[config.mk]
export PLATFORM = sky130hd
export DESIGN_NAME = booth_multiplier_16x16
export DESIGN_NICKNAME = d
export VERILOG_FILES = /design/src/rtl/booth_multiplier_16x16.sv
export SDC_FILE = /design/constraint.sdc
export NUM_CORES = 1
export LEC_CHECK = 0
export CORE_MARGIN = 2
export CORE_UTILIZATION = 51
export CTS_BUF_LIST = sky130_fd_sc_hd__clkbuf_4 sky130_fd_sc_hd__clkbuf_8
export DETAILED_ROUTE_END_ITERATION = 6
export PLACE_DENSITY = 0.79
export SYNTH_ARGS = -nofsm -noshare
export SYNTH_HDL_FRONTEND = slang
export SYNTH_SLANG_ARGS = --single-unit
[constraint.sdc]
create_clock -name clk -period 3.46 [get_ports clk]
set_input_delay 0.692 -clock clk [delete_from_list [all_inputs] [get_ports clk]]
set_output_delay 0.692 -clock clk [all_outputs]
set_load 0.02 [all_outputs]
[src/rtl/booth_multiplier_16x16.sv]
// rtl/booth_multiplier_16x16.sv - sequential 16x16 signed radix-2 Booth multiplier
module booth_multiplier_16x16 (
  input  logic        clk,
  input  logic        reset,
  input  logic [15:0] in_a,
  input  logic [15:0] in_b,
  input  logic        ld,
  input  logic        ld_pp,
  output logic        ld_p,
  output logic [31:0] product
);

  localparam logic [1:0] IDLE = 2'd0;
  localparam logic [1:0] RUN  = 2'd1;
  localparam logic [1:0] DONE = 2'd2;

  logic [1:0]  state;
  logic [15:0] m;
  logic [15:0] q;
  logic [15:0] a;
  logic        qm1;
  logic [4:0]  cnt;
  logic [16:0] sum;

  // Sum is kept one bit wider so the bit shifted into A is the true sign,
  // which keeps M = -32768 exact when it is subtracted.
  always_comb begin
    sum = {a[15], a};
    case ({q[0], qm1})
      2'b01:   sum = {a[15], a} + {m[15], m};
      2'b10:   sum = {a[15], a} - {m[15], m};
      default: sum = {a[15], a};
    endcase
  end

  always_ff @(posedge clk) begin
    if (!reset) begin
      state   <= IDLE;
      m       <= 16'd0;
      q       <= 16'd0;
      a       <= 16'd0;
      qm1     <= 1'b0;
      cnt     <= 5'd0;
      product <= 32'd0;
      ld_p    <= 1'b0;
    end else begin
      case (state)
        IDLE: begin
          ld_p <= 1'b0;
          if (ld) begin
            m <= in_a;
            q <= in_b;
          end else if (ld_pp) begin
            a     <= 16'd0;
            qm1   <= 1'b0;
            cnt   <= 5'd16;
            state <= RUN;
          end
        end
        RUN: begin
          if (cnt != 5'd0) begin
            {a, q, qm1} <= {sum, q};
            cnt         <= cnt - 5'd1;
          end else begin
            product <= {a, q};
            ld_p    <= 1'b1;
            state   <= DONE;
          end
        end
        DONE: begin
          ld_p  <= 1'b0;
          state <= IDLE;
        end
        default: begin
          ld_p  <= 1'b0;
          state <= IDLE;
        end
      endcase
    end
  end

endmodule

==> flow_summary.yaml, run 1 <==
logic_synthesis:
  async_flop_share_pct: 0
  synthesis.area_um2: 4580
  yosysSeqAreaShare_pct: 38.9
  yosys.cell_types.count: 47
  synth.avg_cell_area_um2: 7.82
  syn_inst: 586
  synth-seq-cells: 89
  ys_top_cells_by_area: "dfxtp_1 (39%), nand2_1 (10%), a21oi_1 (8.1%)"
  yosysWarnings: 0
  synth_edf_count: 0
  ys.flop_type: "dfxtp_1"
  synth_top_area_cell: "dfxtp_1"
  netlist.area_leader.share_pct: 38.9
  synth_nets: 643
timing:
  rsz0062_at_grt: "true"
  drv_slew: 0
  final.setup_skew_ns: 0.0163
  worst_slew_pin_slew_ns: 0.656
  fmax_ghz: 0.287
  setup_ws_ns: -0.0259
  setup_viol: 2
  hold_viol: 0
  slew_headroom_pct: 56.2
  setup_tns_ns: -0.0416
  layout_min_cycle_time_ns: 3.49
  final.period_utilization_pct: 101
floorplan:
  dieArea_um2: 9760
  fp-row-count: 34
  die_w_um: 98.8
  core_area_um2: 8720
  ios: 69
  die_h_um: 98.8
  start_util_pct: 52.5
route:
  routedWlPerCell_um: 15.2
  num_vias: 4531
  drtPass1Iterations: 5
  detail-route-antenna-nets: 0
  route.detailed.drc: 0
  vias_per_cell: 5.84
  drt-total-wl_mm: 11.8
  first_iter_violations: 335
power:
  vdd_ir_drop_max_v: 0.000282
  power_leakage_nw: 2.18
  p_per_area_nw_per_um2: 423
  finalPower_mw: 2.44
worst_hold_path:
  hold_start: "product[20]$_SDFFE_PN0P_"
  hold_path.class: "flip-flop to flip-flop"
worst_setup_path:
  cp-start-kind: "flip-flop"
  cp_max_fo: 3
  worstPathRequired_ns: 3.75
  rr_startpoint: "m[2]$_SDFFE_PN0P_"
  endpoint_kind: "flip-flop"
  cp-startpoint: "m[2]$_SDFFE_PN0P_"
  crit_type: "flip-flop to flip-flop"
  arrival_ns: 3.78
cells_and_area:
  n_fill_cell: 739
  drive_gt1_share_pct: 10.9
  final_nets: 721
  n_antenna_cell: 0
  syn_to_final_growth_pct: 25.7
  layout_common_cells: "nand2_1 (123), dfxtp_1 (86), a21oi_1 (71)"
  final_common_cell: "nand2_1"
clock_tree:
  tritoncts: "built"
  htree_levels: 3
  cts_buffer_depth: 2
  cts_sinks: 89
  cts_hold_buffers: 0
  cts_root_buf: "clkbuf_8"
  insertion_delay_ns: 0.37
  cts.clk_slew.worst_paths_ns: 0.10
  numCtsBuffers: 9
outcome:
  outcome: "finished with violations"
  violations: "negative setup slack"
place:
  gp_congestion: 0.895
  port_buffers: 68
  dpl.hpwl_mm: 8.30
grt:
  grt_antenna_before_repair: 0
  grt_use_total_pct: 24.0
  grt_remaining_overflow: 0
  first_global_vias: 4219
  grt_pass1_wl_mm: 19.5
  grt_max_degree: 55
run:
  max_cap_violations: 0
-- layer usage --
metal	share of wire [%]	global-route usage, %	vias up
met1	42	29.4	2106
met4	2.0	9.38	0
li1	-	-	2225
met5	0	0	-
met2	49	41.0	178
met3	6.9	5.53	22
-- worst paths after layout --
check	slack [ns]	endpoint	depth (start not counted)
hold / removal	0.46	product[20]$_SDFFE_PN0P_	2
hold reg to reg	0.46	product[20]$_SDFFE_PN0P_	2
setup reg to reg	-0.03	a[15]$_SDFFE_PN0P_	12
setup / recovery	-0.03	a[15]$_SDFFE_PN0P_	12
-- flip-flops by register name, summed over array words and instances, names as in the netlist --
register / flops
cnt: 5
a: 16
product: 32
q: 16
state: 2
m: 16
ld_p: 1
qm1: 1
-- power breakdown --
part,internal (mW),switching [mW]
combinational,0.313,0.363
sequential,1.07,0.0394
clock,0.260,0.392
-- cell usage after synthesis, types with 2 or more instances --
master,n
or4_4,2
or4_1,4
a31oi_1,8
a21boi_0,2
xnor2_1,19
xor2_1,3
inv_1,13
a21oi_1,74
nand4_1,2
nor4b_1,2
a22o_1,13
dfxtp_1,89
clkbuf_1,29
nor3b_1,3
nor4_1,6
nor3_1,12
o21a_1,2
buf_2,3
mux2_2,3
and2_1,4
nand3_1,13
a311oi_1,15
o31ai_1,2
a211oi_1,5
ha_1,20
nand2_1,123
o2111ai_1,2
nor2_1,57
o211a_1,2
or4b_2,2
and3_1,3
o211ai_1,9
nand2b_1,6
a21o_1,5
o21ai_0,4
or3_1,4
nor2b_1,8
o31a_1,3
a311o_1,2
-- final cells by class --
type / instances / area, um^2 / share of cell area [%]
Inverter: 14 / 52.6 / 0.913
Tap cell: 108 / 135 / 2.35
Multi-Input combinational cell: 450 / 2680 / 46.6
Clock buffer: 9 / 124 / 2.15
Sequential cell: 89 / 1790 / 31.0
Timing Repair Buffer: 100 / 933 / 16.2
Clock inverter: 6 / 42.5 / 0.739
-- worst max-delay path: stages (launching register included) --
cell and delay, ns:
dfxtp_2 0.33, or3_4 0.39, or4_4 0.46, nor3_4 0.24
a21oi_2 0.09, xnor2_1 0.18, ha_1 0.27, and2_4 0.15
a221o_1 0.36, a21o_1 0.18, a21o_1 0.16, or4_1 0.49
o211ai_1 0.11
-- per-stage QoR --
stage	hold slack, ns	instances	setup slack [ns]	area [um^2]	utilization (%)
after CTS	0.460	772	-0.00462	5690	65.2
after global placement	0.443	753	0.000338	5470	62.7
after global routing	0.470	776	-0.171	5760	66.0
final	0.460	776	-0.0259	5760	66.0
after detailed placement	0.448	753	-0.169	5470	62.7
after floorplan	0.445	586	0.00729	4590	-
-- kinds of logic (layout without fill, tap and decap cells) --
family	Yosys count	in the layout	share of synthesized area [%]
compound gates	152	152	21.7
buf+inv	47	129	3.93
mux	3	3	0.737
fa+ha+maj	21	21	5.90
flops	89	89	38.9
xor+xnor	22	22	4.21
simple gates	252	252	24.6
-- timing repair --
item | in CTS | in global routing
endpoints found under the setup margin | 3 | 6
buffers inserted | 4 | 4
gates resized for setup | 7 | 12
pin swaps | 10 | 8
(Power assumes the default switching activity.)
==> run 2, diff against run 1 <==
--- a/config.mk
+++ b/config.mk
@@ -10,6 +10,8 @@
 export CTS_BUF_LIST = sky130_fd_sc_hd__clkbuf_4 sky130_fd_sc_hd__clkbuf_8
 export DETAILED_ROUTE_END_ITERATION = 6
 export PLACE_DENSITY = 0.79
+export SKIP_CTS_REPAIR_TIMING = 1
+export SLEW_MARGIN = 20
 export SYNTH_ARGS = -nofsm -noshare
 export SYNTH_HDL_FRONTEND = slang
 export SYNTH_SLANG_ARGS = --single-unit
==> flow_summary.yaml, run 2 (synthesized netlist as in run 1, its figures left out) <==
cells_and_area:
  n_antenna_cell: 0
  finalNonFillerCells: 774
  layout_common_cells: "nand2_1 (123), dfxtp_1 (86), a21oi_1 (69)"
  top_register: "product"
  n_fill_cell: 740
  final_nets: 719
  final_common_cell: "nand2_1"
  syn_to_final_growth_pct: 26.2
  drive_gt1_share_pct: 11.1
  largest_reg_flops: 32
route:
  detail-route-antenna-nets: 0
  routedWlPerCell_um: 15.2
  drtPass1Iterations: 5
  first_iter_violations: 303
  drt-total-wl_mm: 11.8
  route.detailed.drc: 0
  vias_per_cell: 5.79
  num_vias: 4483
worst_setup_path:
  cp-start-kind: "flip-flop"
  crit_type: "flip-flop to flip-flop"
  timing.rr.end: "a[15]$_SDFFE_PN0P_"
  worstPathRequired_ns: 3.75
  crit_chain: "or3_4 > or4_4 > buf_6 > nor4_4 > nor2_1 > xnor2_1 > ha_2 > and3_4 > nor2b_1 > nor3b_2 > a211oi_1 > or4_1 > o211ai_1"
  crit_path_max_incr_delay_ns: 0.48
  crit_family: "simple AND/OR/NAND/NOR gates"
  endpoint_kind: "flip-flop"
  cp_max_fo: 7
  path_buf_inv: 1
  rr_startpoint: "m[2]$_SDFFE_PN0P_"
  critPathSlowestCell: "or4_1"
  r2r.worst_path.cells: 13
  r2r_setup_slack_ns: -0.04
  arrival_ns: 3.79
timing:
  layout_min_cycle_time_ns: 3.50
  setup_ws_ns: -0.0432
  slew_headroom_pct: 56.0
  drv_slew: 0
  hold_viol: 0
  setup_viol: 2
  fmax_ghz: 0.285
  final.setup_skew_ns: 0.0164
  rsz0062_at_grt: "true"
  worst_slew_pin_slew_ns: 0.654
  final.period_utilization_pct: 101
outcome:
  violations: "negative setup slack"
  outcome: "finished with violations"
floorplan:
  fp-row-count: 34
  core_area_um2: 8720
  die_w_um: 98.8
  ios: 69
  die_h_um: 98.8
  start_util_pct: 52.5
  dieArea_um2: 9760
power:
  power_leakage_nw: 2.18
  finalPower_mw: 2.43
  p_per_area_nw_per_um2: 421
  vdd_ir_drop_max_v: 0.000290
grt:
  grt_use_met2_pct: 40.9
  grt_max_degree: 55
  grt_remaining_overflow: 0
  grt_antenna_before_repair: 0
  first_global_vias: 4146
  met3_usage_pct: 5.32
  grtUsageMet1_pct: 29.4
  grt_pass1_wl_mm: 19.2
  grt_use_total_pct: 23.7
  top_usage_layer: "met2"
run:
  max_cap_violations: 0
place:
  dp.cells: 753
  gp_congestion: 0.895
  dpl.hpwl_mm: 8.30
  port_buffers: 68
worst_hold_path:
  whs_endpoint: "product[28]$_SDFFE_PN0P_"
  hold_start: "product[28]$_SDFFE_PN0P_"
  holdPathStages: 2
  hold_path.class: "flip-flop to flip-flop"
clock_tree:
  htree_levels: 3
  cts_buffer_depth: 2
  tritoncts: "built"
  insertion_delay_ns: 0.37
  cts_root_buf: "clkbuf_8"
  numCtsBuffers: 9
  cts_sinks: 89
  cts.clk_slew.worst_paths_ns: 0.10
## run 2: tightest hold or removal path, delay by kind of cell (launching register included)
kind,cells,cell delay [ns]
DFF,1,0.32
and+or+nand+nor,1,0.05
AOI/OAI and AO/OA,1,0.05
## run 2: where the power goes
| group | internal (mW) | leakage, nW | total (mW) | switching [mW] |
|---|---|---|---|---|
| Sequential | 1.07 | 0.726 | 1.11 | 0.0395 |
| Combinational | 0.311 | 1.37 | 0.672 | 0.362 |
| Clock | 0.260 | 0.0819 | 0.650 | 0.391 |
## run 2: per-stage QoR
| step | cell area (um^2) | util (%) | worst slack [ns] | setup TNS [ns] | hold WS, ns |
|---|---|---|---|---|---|
| 3_3_place_gp | 5470 | 62.7 | 0.000338 | 0 | 0.443 |
| 4_1_cts | 5630 | 64.6 | -0.184 | -0.412 | 0.460 |
| 6_report | 5780 | 66.3 | -0.0432 | -0.0581 | 0.459 |
| 5_1_grt | 5780 | 66.3 | -0.176 | -0.487 | 0.470 |
| 2_1_floorplan | 4590 | - | 0.00729 | 0 | 0.445 |
| 3_5_place_dp | 5470 | 62.7 | -0.169 | -0.320 | 0.448 |
## run 2: area by class of cell
| class | count | area [um^2] | share of cell area, % |
|---|---|---|---|
| clock buffers | 9 | 124 | 2.14 |
| clock inverters | 6 | 42.5 | 0.736 |
| inverters | 14 | 52.6 | 0.909 |
| multi-input cells | 450 | 2720 | 47.0 |
| flip-flops and latches | 89 | 1790 | 30.9 |
| well taps | 108 | 135 | 2.34 |
| repair buffers | 98 | 922 | 16.0 |
## run 2: layer usage
metal,wire (um),vias up
li1,-,2220
met1,4960,2069
met5,0,-
met3,815,19
met2,5800,175
met4,193,0
## run 2: worst max-delay path by stage
| stage | start | to | slack (ns) | depth (start not counted) |
|---|---|---|---|---|
| floorplan | m[6]$_SDFFE_PN0P_ | a[15]$_SDFFE_PN0P_ | 0.007 | 12 |
| global placement | m[2]$_SDFFE_PN0P_ | a[14]$_SDFFE_PN0P_ | 0.0003 | 12 |
| detailed placement | m[2]$_SDFFE_PN0P_ | a[15]$_SDFFE_PN0P_ | -0.17 | 12 |
| CTS | m[2]$_SDFFE_PN0P_ | a[14]$_SDFFE_PN0P_ | -0.18 | 12 |
| global route | m[2]$_SDFFE_PN0P_ | a[15]$_SDFFE_PN0P_ | -0.18 | 13 |
| finish | m[2]$_SDFFE_PN0P_ | a[15]$_SDFFE_PN0P_ | -0.04 | 13 |
==> run 3, diff against run 2 <==
--- a/config.mk
+++ b/config.mk
@@ -6,10 +6,10 @@
 export NUM_CORES = 1
 export LEC_CHECK = 0
 export CORE_MARGIN = 2
-export CORE_UTILIZATION = 51
+export CORE_UTILIZATION = 56
 export CTS_BUF_LIST = sky130_fd_sc_hd__clkbuf_4 sky130_fd_sc_hd__clkbuf_8
 export DETAILED_ROUTE_END_ITERATION = 6
-export PLACE_DENSITY = 0.79
+export PLACE_DENSITY = 0.82
 export SKIP_CTS_REPAIR_TIMING = 1
 export SLEW_MARGIN = 20
 export SYNTH_ARGS = -nofsm -noshare
==> constraint.sdc (replaced) <==
create_clock -name clk -period 3.57 [get_ports clk]
set_input_delay 0.714 -clock clk [delete_from_list [all_inputs] [get_ports clk]]
set_output_delay 0.714 -clock clk [all_outputs]
set_load 0.02 [all_outputs]
==> flow_summary.yaml, run 3 (synthesized netlist as in run 1, its figures left out) <==
outcome:
  outcome: "complete, no violations"
worst_hold_path:
  hold_start: "product[17]$_SDFFE_PN0P_"
  hold_path.class: "flip-flop to flip-flop"
  whs_endpoint: "product[17]$_SDFFE_PN0P_"
  holdPathStages: 2
worst_setup_path:
  r2r_setup_slack_ns: 0.06
  crit_type: "flip-flop to flip-flop"
  cp-start-kind: "flip-flop"
  crit_path_max_incr_delay_ns: 0.53
  rr_startpoint: "m[7]$_SDFFE_PN0P_"
  endpoint_kind: "flip-flop"
  crit_chain: "or4_4 > or4_4 > nor2_4 > nor2_2 > xnor2_1 > ha_1 > and2_4 > a221o_1 > or3_4 > o21ai_2 > mux2_4 > a21oi_2"
  r2r.worst_path.cells: 12
  crit_path_frequent_cell: "or4_4"
  critPathSlowestCell: "or4_4"
  arrival_ns: 3.82
  timing.rr.end: "a[14]$_SDFFE_PN0P_"
  worstPathRequired_ns: 3.87
  cp_max_fo: 4
route:
  vias_per_cell: 5.84
  route.detailed.drc: 0
  detail-route-antenna-nets: 0
  drtPass1Iterations: 5
  drt-total-wl_mm: 11.7
  num_vias: 4442
  first_iter_violations: 214
  routedWlPerCell_um: 15.4
cells_and_area:
  post-route-util_pct: 73.6
  n_antenna_cell: 0
  largest_reg_flops: 32
  layout_common_cells: "nand2_1 (123), dfxtp_1 (86), a21oi_1 (73)"
  final_nets: 711
  final_common_cell: "nand2_1"
  drive_gt1_share_pct: 9.86
  syn_to_final_growth_pct: 25.4
  top_register: "product"
timing:
  fmax_ghz: 0.285
  worst_hold_slack_ns: 0.456
  slew_headroom_pct: 42.3
  final.setup_skew_ns: 0.00943
  rsz0062_at_grt: "true"
  drv_slew: 0
  worst_slew_pin_slew_ns: 0.862
  layout_min_cycle_time_ns: 3.51
  hold_viol: 0
  setup_viol: 0
  final.period_utilization_pct: 98.4
clock_tree:
  cts.clk_slew.worst_paths_ns: 0.10
  tritoncts: "built"
  cts_buffer_depth: 2
  cts_root_buf: "clkbuf_8"
  numCtsBuffers: 9
  insertion_delay_ns: 0.36
  htree_levels: 3
  cts_sinks: 89
floorplan:
  fp-row-count: 32
  die_h_um: 94.4
  core_area_um2: 7810
  start_util_pct: 58.7
  die_w_um: 94.4
  dieArea_um2: 8920
  ios: 69
grt:
  grt_use_total_pct: 27.1
  grt_remaining_overflow: 0
  grt_antenna_before_repair: 0
  grt_pass1_wl_mm: 19.5
  first_global_vias: 4129
  grt_max_degree: 61
power:
  internal_power_mw: 1.74
  vdd_ir_drop_max_v: 0.000215
  switching_power_mw: 0.769
  power_leakage_nw: 2.17
  seqPwrFrac_pct: 42.9
  p_per_area_nw_per_um2: 437
  switching_share_pct: 30.6
  clkPwrFrac_pct: 32.1
  comb_power_share_pct: 25.0
place:
  port_buffers: 68
  gp_congestion: 0.952
  dpl.hpwl_mm: 8.26
run:
  max_cap_violations: 0
## run 3: power groups by stage
stage	combinational, mW	clock (mW)	sequential [mW]
CTS	0.593	0.813	1.07
global route	0.690	0.863	1.08
global placement	0.565	0	1.10
floorplan	0.414	0	1.10
finish	0.629	0.806	1.08
detailed placement	0.586	0	1.10
## run 3: routing by layer
metal  global-route usage, %  routed length (um)
met1                    34.5                5140
met2                    46.7                5670
met3                    5.11                 731
met4                    8.09                 162
met5                       0                   0
## run 3: area by class of cell
cell class                 instances  area [um^2]
clock inverter                     6         97.6
tap                              102          128
inverter                          14         52.6
sequential                        89         1790
fill                             613         2060
clock buffer                      10          138
timing repair buffer              90          846
multi-input combinational        450         2700
## run 3: critical path: cells and delay by family, from the launching register on
family	cells	cell delay, ns
simple gates	6	1.70
compound gates	3	0.61
fa+ha+maj	1	0.34
mux	1	0.32
flops	1	0.33
xor+xnor	1	0.16
## run 3: worst max path at each step
| stage | startpoint | to | slack, ns |
|---|---|---|---|
| floorplan | m[2]$_SDFFE_PN0P_ | a[15]$_SDFFE_PN0P_ | 0.08 |
| global placement | m[2]$_SDFFE_PN0P_ | a[14]$_SDFFE_PN0P_ | 0.05 |
| detailed placement | m[2]$_SDFFE_PN0P_ | a[14]$_SDFFE_PN0P_ | -0.01 |
| CTS | m[2]$_SDFFE_PN0P_ | a[14]$_SDFFE_PN0P_ | -0.03 |
| global route | m[2]$_SDFFE_PN0P_ | a[15]$_SDFFE_PN0P_ | -0.08 |
| finish | m[7]$_SDFFE_PN0P_ | a[14]$_SDFFE_PN0P_ | 0.06 |
## run 3: metrics by stage
step | instance area (um^2) | power, mW | std cells | setup slack [ns] | setup TNS, ns
floorplan | 4580 | 1.51 | 586 | 0.0822 | 0
global placement | 5410 | 1.66 | 743 | 0.0503 | 0
detailed placement | 5410 | 1.68 | 743 | -0.00956 | -0.0186
CTS | 5650 | 2.48 | 759 | -0.0283 | -0.0687
global route | 5740 | 2.64 | 761 | -0.0834 | -0.254
finish | 5740 | 2.51 | 761 | 0.0555 | 0
